==> src/rtl/mem_stage_ctrl.sv <==
// mem_stage_ctrl: MEM-stage controller. Issues loads/stores to a variable-
// latency data memory over a req/ack handshake, stalls the front of the
// pipeline while an access is in flight, and loads the MEM/WB register.
module mem_stage_ctrl #(
    parameter int WIDTH = 16
) (
    input  logic             clk,
    input  logic             rst_n,
    input  logic [WIDTH-1:0] alu_result_MEM,
    input  logic [WIDTH-1:0] wdata_MEM,
    input  logic             we_mem_MEM,
    input  logic             re_mem_MEM,
    input  logic             wb_sel_MEM,
    input  logic             rf_we_MEM,
    output logic             mem_req,
    output logic             mem_we,
    output logic [WIDTH-1:0] mem_addr,
    output logic [WIDTH-1:0] mem_wdata,
    input  logic [WIDTH-1:0] mem_rdata,
    input  logic             mem_ack,
    output logic             stall,
    output logic [WIDTH-1:0] wb_data_WB,
    output logic             wb_sel_WB,
    output logic             rf_we_WB
);

    typedef enum logic [1:0] {
        IDLE = 2'd0,
        BUSY = 2'd1,
        DONE = 2'd2
    } state_t;

    state_t           state;
    logic             op;
    logic             ld_q;      // latched op is a pure load (re & ~we)
    logic             wb_sel_q;
    logic             rf_we_q;
    logic [WIDTH-1:0] rdata_q;

    assign op = re_mem_MEM | we_mem_MEM;

    // Freeze upstream while an access is being started or is outstanding;
    // DONE releases the stall so EX/MEM advances past this instruction.
    always_comb begin
        stall = ((state == IDLE) && op) || (state == BUSY);
    end

    // Access FSM, memory-side latches and MEM/WB register.
    always_ff @(posedge clk or negedge rst_n) begin
        if (!rst_n) begin
            state      <= IDLE;
            mem_req    <= 1'b0;
            mem_we     <= 1'b0;
            mem_addr   <= '0;
            mem_wdata  <= '0;
            ld_q       <= 1'b0;
            wb_sel_q   <= 1'b0;
            rf_we_q    <= 1'b0;
            rdata_q    <= '0;
            wb_data_WB <= '0;
            wb_sel_WB  <= 1'b0;
            rf_we_WB   <= 1'b0;
        end else begin
            case (state)
                IDLE: begin
                    if (op) begin
                        // Start the access; re & we together is a write.
                        state     <= BUSY;
                        mem_req   <= 1'b1;
                        mem_addr  <= alu_result_MEM;
                        mem_wdata <= wdata_MEM;
                        mem_we    <= we_mem_MEM;
                        ld_q      <= re_mem_MEM & ~we_mem_MEM;
                        wb_sel_q  <= wb_sel_MEM;
                        rf_we_q   <= rf_we_MEM;
                        rf_we_WB  <= 1'b0;
                    end else begin
                        // Non-memory instruction passes straight through.
                        wb_data_WB <= alu_result_MEM;
                        wb_sel_WB  <= wb_sel_MEM;
                        rf_we_WB   <= rf_we_MEM;
                    end
                end
                BUSY: begin
                    rf_we_WB <= 1'b0;
                    if (mem_ack) begin
                        state   <= DONE;
                        mem_req <= 1'b0;
                        if (ld_q) rdata_q <= mem_rdata;
                    end
                end
                DONE: begin
                    // Retire the access; never re-issue from here.
                    state      <= IDLE;
                    wb_data_WB <= ld_q ? rdata_q : mem_addr;
                    wb_sel_WB  <= wb_sel_q;
                    rf_we_WB   <= rf_we_q;
                end
                default: begin
                    state   <= IDLE;
                    mem_req <= 1'b0;
                end
            endcase
        end
    end

endmodule

==> config.mk <==
export PLATFORM = sky130hd
export DESIGN_NAME = mem_stage_ctrl
export DESIGN_NICKNAME = d
export VERILOG_FILES = /design/src/rtl/mem_stage_ctrl.sv
export SDC_FILE = /design/constraint.sdc
export NUM_CORES = 1
export LEC_CHECK = 0
export ABC_AREA = 0
export CAP_MARGIN = 15
export CORE_UTILIZATION = 25
export DETAILED_ROUTE_END_ITERATION = 12
export PLACE_DENSITY_LB_ADDON = 0.05
export RECOVER_POWER = 25
export SLEW_MARGIN = 10
export SYNTH_ARGS = -nofsm -noshare
export SYNTH_HDL_FRONTEND = slang
export SYNTH_SLANG_ARGS = --single-unit
==> constraint.sdc <==
create_clock -name clk -period 1.7 [get_ports clk]
set_input_delay 0.255 -clock clk [delete_from_list [all_inputs] [get_ports clk]]
set_output_delay 0.255 -clock clk [all_outputs]
set_load 0.02 [all_outputs]
==> impl_metrics.csv, run 1 <==
group,metric,value,unit
grt,grt_pass1_vias,2452,
grt,grt_max_degree,36,
worst_setup_path,cp_num_buf_inv,3,
cts,clk_latency,0.34,ns
synthesis,synth_compound_area_share,4.660,%
cts,cts_sinks,73,
place,dp_slack,-0.4312,ns
finish,area_growth,54.58,%
worst_setup_path,critPathCaptureType,"flop",
timing,achievable-frequency,604.2,MHz
min_path,hold_class,"input pin to async pin",
timing,fin_skew,0.005664,ns
place,placed_area,0.004684,mm²
timing,hold_viol,0,
timing,rsz0062_at_grt,"true",
worst_setup_path,worstPathMaxFanout,3,
timing,setup-violations-final,0,
worst_setup_path,crit_slowest_cell,"dfrtp_1",
synthesis,synth-simple-area-share,4.163,%
synthesis,synth_area,0.003276,mm²
finish,drive_gt1_share,32.34,%
finish,n_antenna_cell,0,
synthesis,synthAdderAreaFrac,2.292,%
detailed_routing,avgViaCountPerCell,4.256,
finish,nFillCells,1282,
power_and_ir_drop,power_density,2084,mW/mm²
finish,stdcell_count,540,
power_and_ir_drop,clockPowerShare,18.3,%
cts,numCtsBuffers,9,
worst_setup_path,cp_data_required_time,1.93,ns
place,placedCellCount,519,
synthesis,yosys.area_share.xor_xnor,0,%
grt,grt_usage,13.25,%
worst_setup_path,worstSetupPathType,"flop to flop",
finish,multi_input_area,0.001374,mm²
grt,busiest_layer,"met2",
finish,fin_util,39.80,%
synthesis,syn_nets,293,
synthesis,synth_top_family_by_area,"multiplexers",
power_and_ir_drop,p_int,6.953,mW
worst_setup_path,cp-start-kind,"flop",
synthesis,ys_ff_latch,73,
flow_run,drv_cap,0,
synthesis,synth_cell_type_count,25,
cts,cts-htree-levels,3,
finish,regArea,0.001827,mm²
synthesis,synth_cells,232,
floorplan,dieArea,0.01356,mm²
cts,cts_tree,"built",
floorplan,die_h,116.5,µm
timing,finalWorstSetupSlack,0.04496,ns
synthesis,syn_area_per_cell,14.12,µm²
detailed_routing,drc_errors,0,
timing,period_needed,1.655,ns
detailed_routing,ant_nets,0,
floorplan,dieWidth,116.5,µm
detailed_routing,drt-initial-drc-count,48,
place,dp_hpwl,5490,µm
power_and_ir_drop,combPwrFrac,51.6,%
grt,grt_pass1_wl,12880,µm
detailed_routing,wl,8116,µm
worst_setup_path,critPathArrivalTime,1.88,ns
timing,timing.final.crit_share,97.36,%
timing,relSlewSlack,59.41,%
timing,hold_slack,0.4664,ns
floorplan,rows,41,
cts,clk_pin_slew_worst_paths,0.06,ns
timing,setup-tns-final,0,ns
worst_setup_path,critPathMostFrequentCell,"buf_4",
power_and_ir_drop,power.leakage,2.187,nW
grt,antenna_found_initial,0,
finish,layout_common_cells,"clkdlybuf4s50_1, dfrtp_1, mux2_2",
finish,mostFrequentLayoutCell,"clkdlybuf4s50_1",
grt,gr-usage-met2,20.75,%
cts,cts_root_buf,"clkbuf_16",
floorplan,start_util,25.75,%
power_and_ir_drop,power.switching,3.599,mW
cts,cts_buffer_depth,2,
floorplan,ios,108,
worst_setup_path,cpPeakStageDelay,0.37,ns
grt,grt_use_met3,5.605,%
worst_setup_path,path_delay_family,"flip-flops",
place,routabilityCongestion,0.6378,
status,status,"completed",
power_and_ir_drop,power,10.55,mW
detailed_routing,vias,2298,
grt,gr-total-overflow,0,
finish,final_area,0.005064,mm²
detailed_routing,wl_per_cell,15.03,µm
grt,met1_usage,15.73,%
floorplan,core-area,0.01272,mm²
power_and_ir_drop,pwr-share-seq,30.1,%
synthesis,synth_mux_area_share,29.76,%
power_and_ir_drop,max-vdd-ir-drop,0.9024,mV
detailed_routing,first_pass_iters,4,
timing,drv_slew,0,
finish,fin_nets,424,
worst_setup_path,crit_chain,"inv_2, buf_4, ha_1, buf_4, nor2b_1, nor2_1, mux2_2",
synthesis,ys_warn_count,0,
power_and_ir_drop,netSwitchingFraction,34.11,%
timing,worstMarginPinSlew,0.6089,ns
place,io_buffers,107,
synthesis,yosysSeqAreaShare,55.77,%
==> path summary, 6_finish.rpt <==
| check | startpoint | end | slack [ns] | cells past startpoint |
|---|---|---|---|---|
| worst min-delay path | rst_n | mem_we$_DFFE_PN0P_ | 0.47 | 2 |
| worst min register to register | mem_wdata[15]$_DFFE_PN0P_ | mem_wdata[15]$_DFFE_PN0P_ | 0.50 | 1 |
| worst max-delay path | state[1]$_DFFE_PN0P_ | state[0]$_DFFE_PN0P_ | 0.04 | 7 |
| worst max register to register | state[1]$_DFFE_PN0P_ | state[0]$_DFFE_PN0P_ | 0.04 | 7 |
| min in group clk | mem_wdata[15]$_DFFE_PN0P_ | mem_wdata[15]$_DFFE_PN0P_ | 0.50 | 1 |
| max in group asynchronous | rst_n | mem_addr[2]$_DFFE_PN0P_ | 0.25 | 3 |
==> cells by family after synthesis <==
kind of cell | after synthesis
DFF | 73
buffers and inverters | 16
muxes | 85
AOI/OAI and AO/OA | 25
and+or+nand+nor | 27
adders and majority gates | 6
==> flip-flops by register name, summed over array words and instances (netlist names), 2 cells and up <==
name	flops
mem_addr	16
mem_wdata	16
rdata_q	16
state	2
wb_data_WB	16
==> cell usage after synthesis <==
master,count,area (µm²)
buf_6,4,45.04
mux2i_1,16,160.2
a311oi_1,1,8.760
mux2_2,59,664.4
nor4b_1,1,8.760
nor2b_1,1,6.260
a21oi_4,1,16.27
nor3b_4,1,18.77
mux2_4,10,150.1
a21oi_1,20,100.1
ha_1,6,75.07
inv_1,4,15.01
o21ai_2,1,8.760
nand2b_1,2,12.51
buf_2,1,5.000
a22o_1,1,8.760
buf_8,1,15.01
nor3_1,1,5.000
o32a_1,1,10.01
dfrtp_1,73,1827
nand2_1,1,3.750
clkbuf_1,4,15.01
nand3_2,1,10.01
nor2_1,19,71.32
buf_4,2,15.01
==> layer usage <==
layer | vias up | part of all wire [%]
li1 | 1091 | -
met1 | 1124 | 44
met2 | 72 | 46
met3 | 11 | 8.2
met4 | 0 | 1.9
met5 | - | 0
==> what timing repair did <==
item / 4_1_cts / 5_1_grt
hold endpoints to repair: 21 / 0
pin swaps: 0 / 1
gates resized for setup: 6 / 3
hold buffers: 1 / 0
setup endpoints to repair: 18 / 26
buffers inserted: 2 / 3
==> power by group through the flow <==
stage | logic, mW | clock network (mW) | registers (mW)
global placement | 5.34 | 0 | 3.21
finish | 5.44 | 1.93 | 3.18
floorplan | 2.41 | 0 | 3.90
global route | 5.86 | 2.07 | 3.31
detailed placement | 5.35 | 0 | 3.22
CTS | 5.49 | 2.02 | 3.19
==> cell type report <==
type | count | area share, %
clock buffers | 15 | 6.079
well taps | 172 | 4.250
flip-flops and latches | 73 | 36.08
repair buffers | 132 | 26.07
inverters | 4 | 0.2965
multi-input cells | 143 | 27.13
clock inverters | 1 | 0.09884
==> worst register-to-register path, delay by kind of cell, from the launching register on <==
kind / cells / cell delay [ns]
muxes: 1 / 0.34
adders and majority gates: 1 / 0.19
and+or+nand+nor: 2 / 0.28
DFF: 1 / 0.37
buffers and inverters: 3 / 0.35
No activity file was read; power rests on OpenSTA's default activity.
==> run 2: changes to the inputs <==
--- a/config.mk
+++ b/config.mk
@@ -6,8 +6,9 @@
 export NUM_CORES = 1
 export LEC_CHECK = 0
 export ABC_AREA = 0
+export ABC_CLOCK_PERIOD_IN_PS = 1700
 export CAP_MARGIN = 15
-export CORE_UTILIZATION = 25
+export CORE_UTILIZATION = 40
 export DETAILED_ROUTE_END_ITERATION = 12
 export PLACE_DENSITY_LB_ADDON = 0.05
 export RECOVER_POWER = 25
==> run 2 against run 1 <==
Net effect:
- worst hold slack better by 0.036 ns
- critical path depth is 1 lower
- cell area is 5.5% lower
- clock-buffer cell count is 5 lower
- total power is 8.8% lower
- sequential power hardly changed
- clock skew is 0.0042 ns higher
- flip-flop and latch count stayed put
- register-to-register slack hardly changed
- fmax is 0.53% lower
- largest cell class unchanged
- largest power group unchanged
==> impl_metrics.csv, run 2 (synthesized netlist as in run 1, its figures left out) <==
group,metric,value,unit
worst_setup_path,cp-start-kind,"flop",
detailed_routing,wl_per_cell,15.32,µm
grt,busiest_layer,"met2",
place,placedCellCount,446,
grt,gr-usage-met2,28.27,%
cts,cts_root_buf,"clkbuf_8",
floorplan,core-area,0.007807,mm²
worst_setup_path,critPathCaptureType,"flop",
detailed_routing,wl,7137,µm
worst_setup_path,worstSetupPathType,"flop to flop",
floorplan,ios,108,
finish,mostFrequentLayoutCell,"clkdlybuf4s50_1",
grt,gr-total-overflow,0,
cts,numCtsBuffers,9,
floorplan,dieWidth,92.50,µm
worst_setup_path,ff2ff_setup_slack,0.04,ns
grt,grt_pass1_wl,11490,µm
power_and_ir_drop,power_density,2010,mW/mm²
power_and_ir_drop,max-vdd-ir-drop,0.9012,mV
worst_setup_path,critPathArrivalTime,1.88,ns
finish,drive_gt1_share,31.32,%
finish,fin_nets,422,
floorplan,rows,32,
cts,cts_sinks,73,
grt,grt_pass1_vias,2324,
status,status,"completed",
worst_setup_path,cp_data_required_time,1.92,ns
detailed_routing,first_pass_iters,4,
timing,timing.final.crit_share,97.87,%
finish,layout_common_cells,"clkdlybuf4s50_1, dfrtp_1, mux2_2",
timing,rsz0062_at_grt,"true",
detailed_routing,drt-initial-drc-count,39,
timing,worstMarginPinSlew,1.021,ns
place,io_buffers,107,
timing,hold_viol,0,
finish,fin_util,61.31,%
detailed_routing,drc_errors,0,
finish,nFillCells,648,
cts,cts_tree,"built",
timing,relSlewSlack,31.91,%
power_and_ir_drop,power.leakage,2.108,nW
grt,grt_usage,17.59,%
grt,grt_max_degree,74,
min_path,hold_class,"flop to flop",
worst_setup_path,r2r_start,"state[0]$_DFFE_PN0P_",
floorplan,die_h,92.50,µm
place,dp_hpwl,4933,µm
min_path,worstHoldStart,"mem_req$_DFFE_PN0P_",
timing,achievable-frequency,601.0,MHz
finish,stdcell_count,466,
grt,met1_usage,22.52,%
worst_setup_path,cp-startpoint,"state[0]$_DFFE_PN0P_",
cts,clk_pin_slew_worst_paths,0.07,ns
timing,fin_skew,0.009912,ns
finish,area_growth,46.14,%
cts,cts_buffer_depth,2,
cts,clk_latency,0.34,ns
timing,period_needed,1.664,ns
cts,cts-htree-levels,3,
floorplan,start_util,41.96,%
timing,setup-violations-final,0,
timing,drv_slew,0,
detailed_routing,ant_nets,0,
grt,grt_use_met3,4.926,%
grt,antenna_found_initial,0,
worst_setup_path,worstPathMaxFanout,10,
place,routabilityCongestion,0.7198,
timing,setup-tns-final,0,ns
timing,hold_slack,0.5023,ns
floorplan,dieArea,0.008555,mm²
power_and_ir_drop,power,9.621,mW
detailed_routing,avgViaCountPerCell,4.822,
flow_run,drv_cap,0,
finish,n_antenna_cell,0,
detailed_routing,vias,2247,
## run 2: worst max-delay path, cell delays in order, from the launching register on
cell,delay [ns]
dfrtp_1,0.41
inv_2,0.12
ha_4,0.18
nor3b_4,0.30
a21oi_4,0.08
buf_12,0.16
mux2_4,0.29
## run 2: final cells by class
cell class | instances | area [µm²] | area share, %
multi-input cells | 143 | 1388 | 28.99
flip-flops and latches | 73 | 1827 | 38.16
well taps | 102 | 127.6 | 2.666
repair buffers | 130 | 1280 | 26.74
clock buffers | 10 | 127.6 | 2.666
inverters | 4 | 15.01 | 0.3136
clock inverters | 4 | 22.52 | 0.4705
## run 2: worst paths after layout
kind,end,depth (start not counted)
max,wb_data_WB[14]$_DFFE_PN0P_,6
min,mem_req$_DFFE_PN0P_,1
max reg2reg,wb_data_WB[14]$_DFFE_PN0P_,6
min reg2reg,mem_req$_DFFE_PN0P_,1
max in group asynchronous,wb_sel_WB$_DFFE_PN0P_,3
min in group asynchronous,mem_wdata[5]$_DFFE_PN0P_,3
## run 2: stage by stage
stage               instance area, µm²  setup WS [ns]
detailed placement                4574        -0.1948
global route                      4787       -0.02930
CTS                               4766       0.004136
global placement                  4574        -0.1800
floorplan                         3288       -0.01210
finish                            4787        0.03620
## run 2: routing by layer
layer / part of all wire, % / vias to the layer above
li1: - / 1071
met1: 44 / 1107
met2: 48 / 61
met3: 6.0 / 8
met4: 1.2 / 0
met5: 0 / -
## run 2: repair_timing
action                                 4_1_cts  5_1_grt
hold buffers                                 1        0
resized for setup                            3       10
pin swaps                                    1        1
endpoints found under the hold margin       73        0
setup buffers                                4        1
setup endpoints to repair                   15       18
gates cloned                                 0        0
## run 2: power by group
part	total, mW	internal (mW)	switching, mW
sequential	3.17	2.65	0.522
combinational	5.35	3.03	2.32
clock	1.10	0.506	0.596
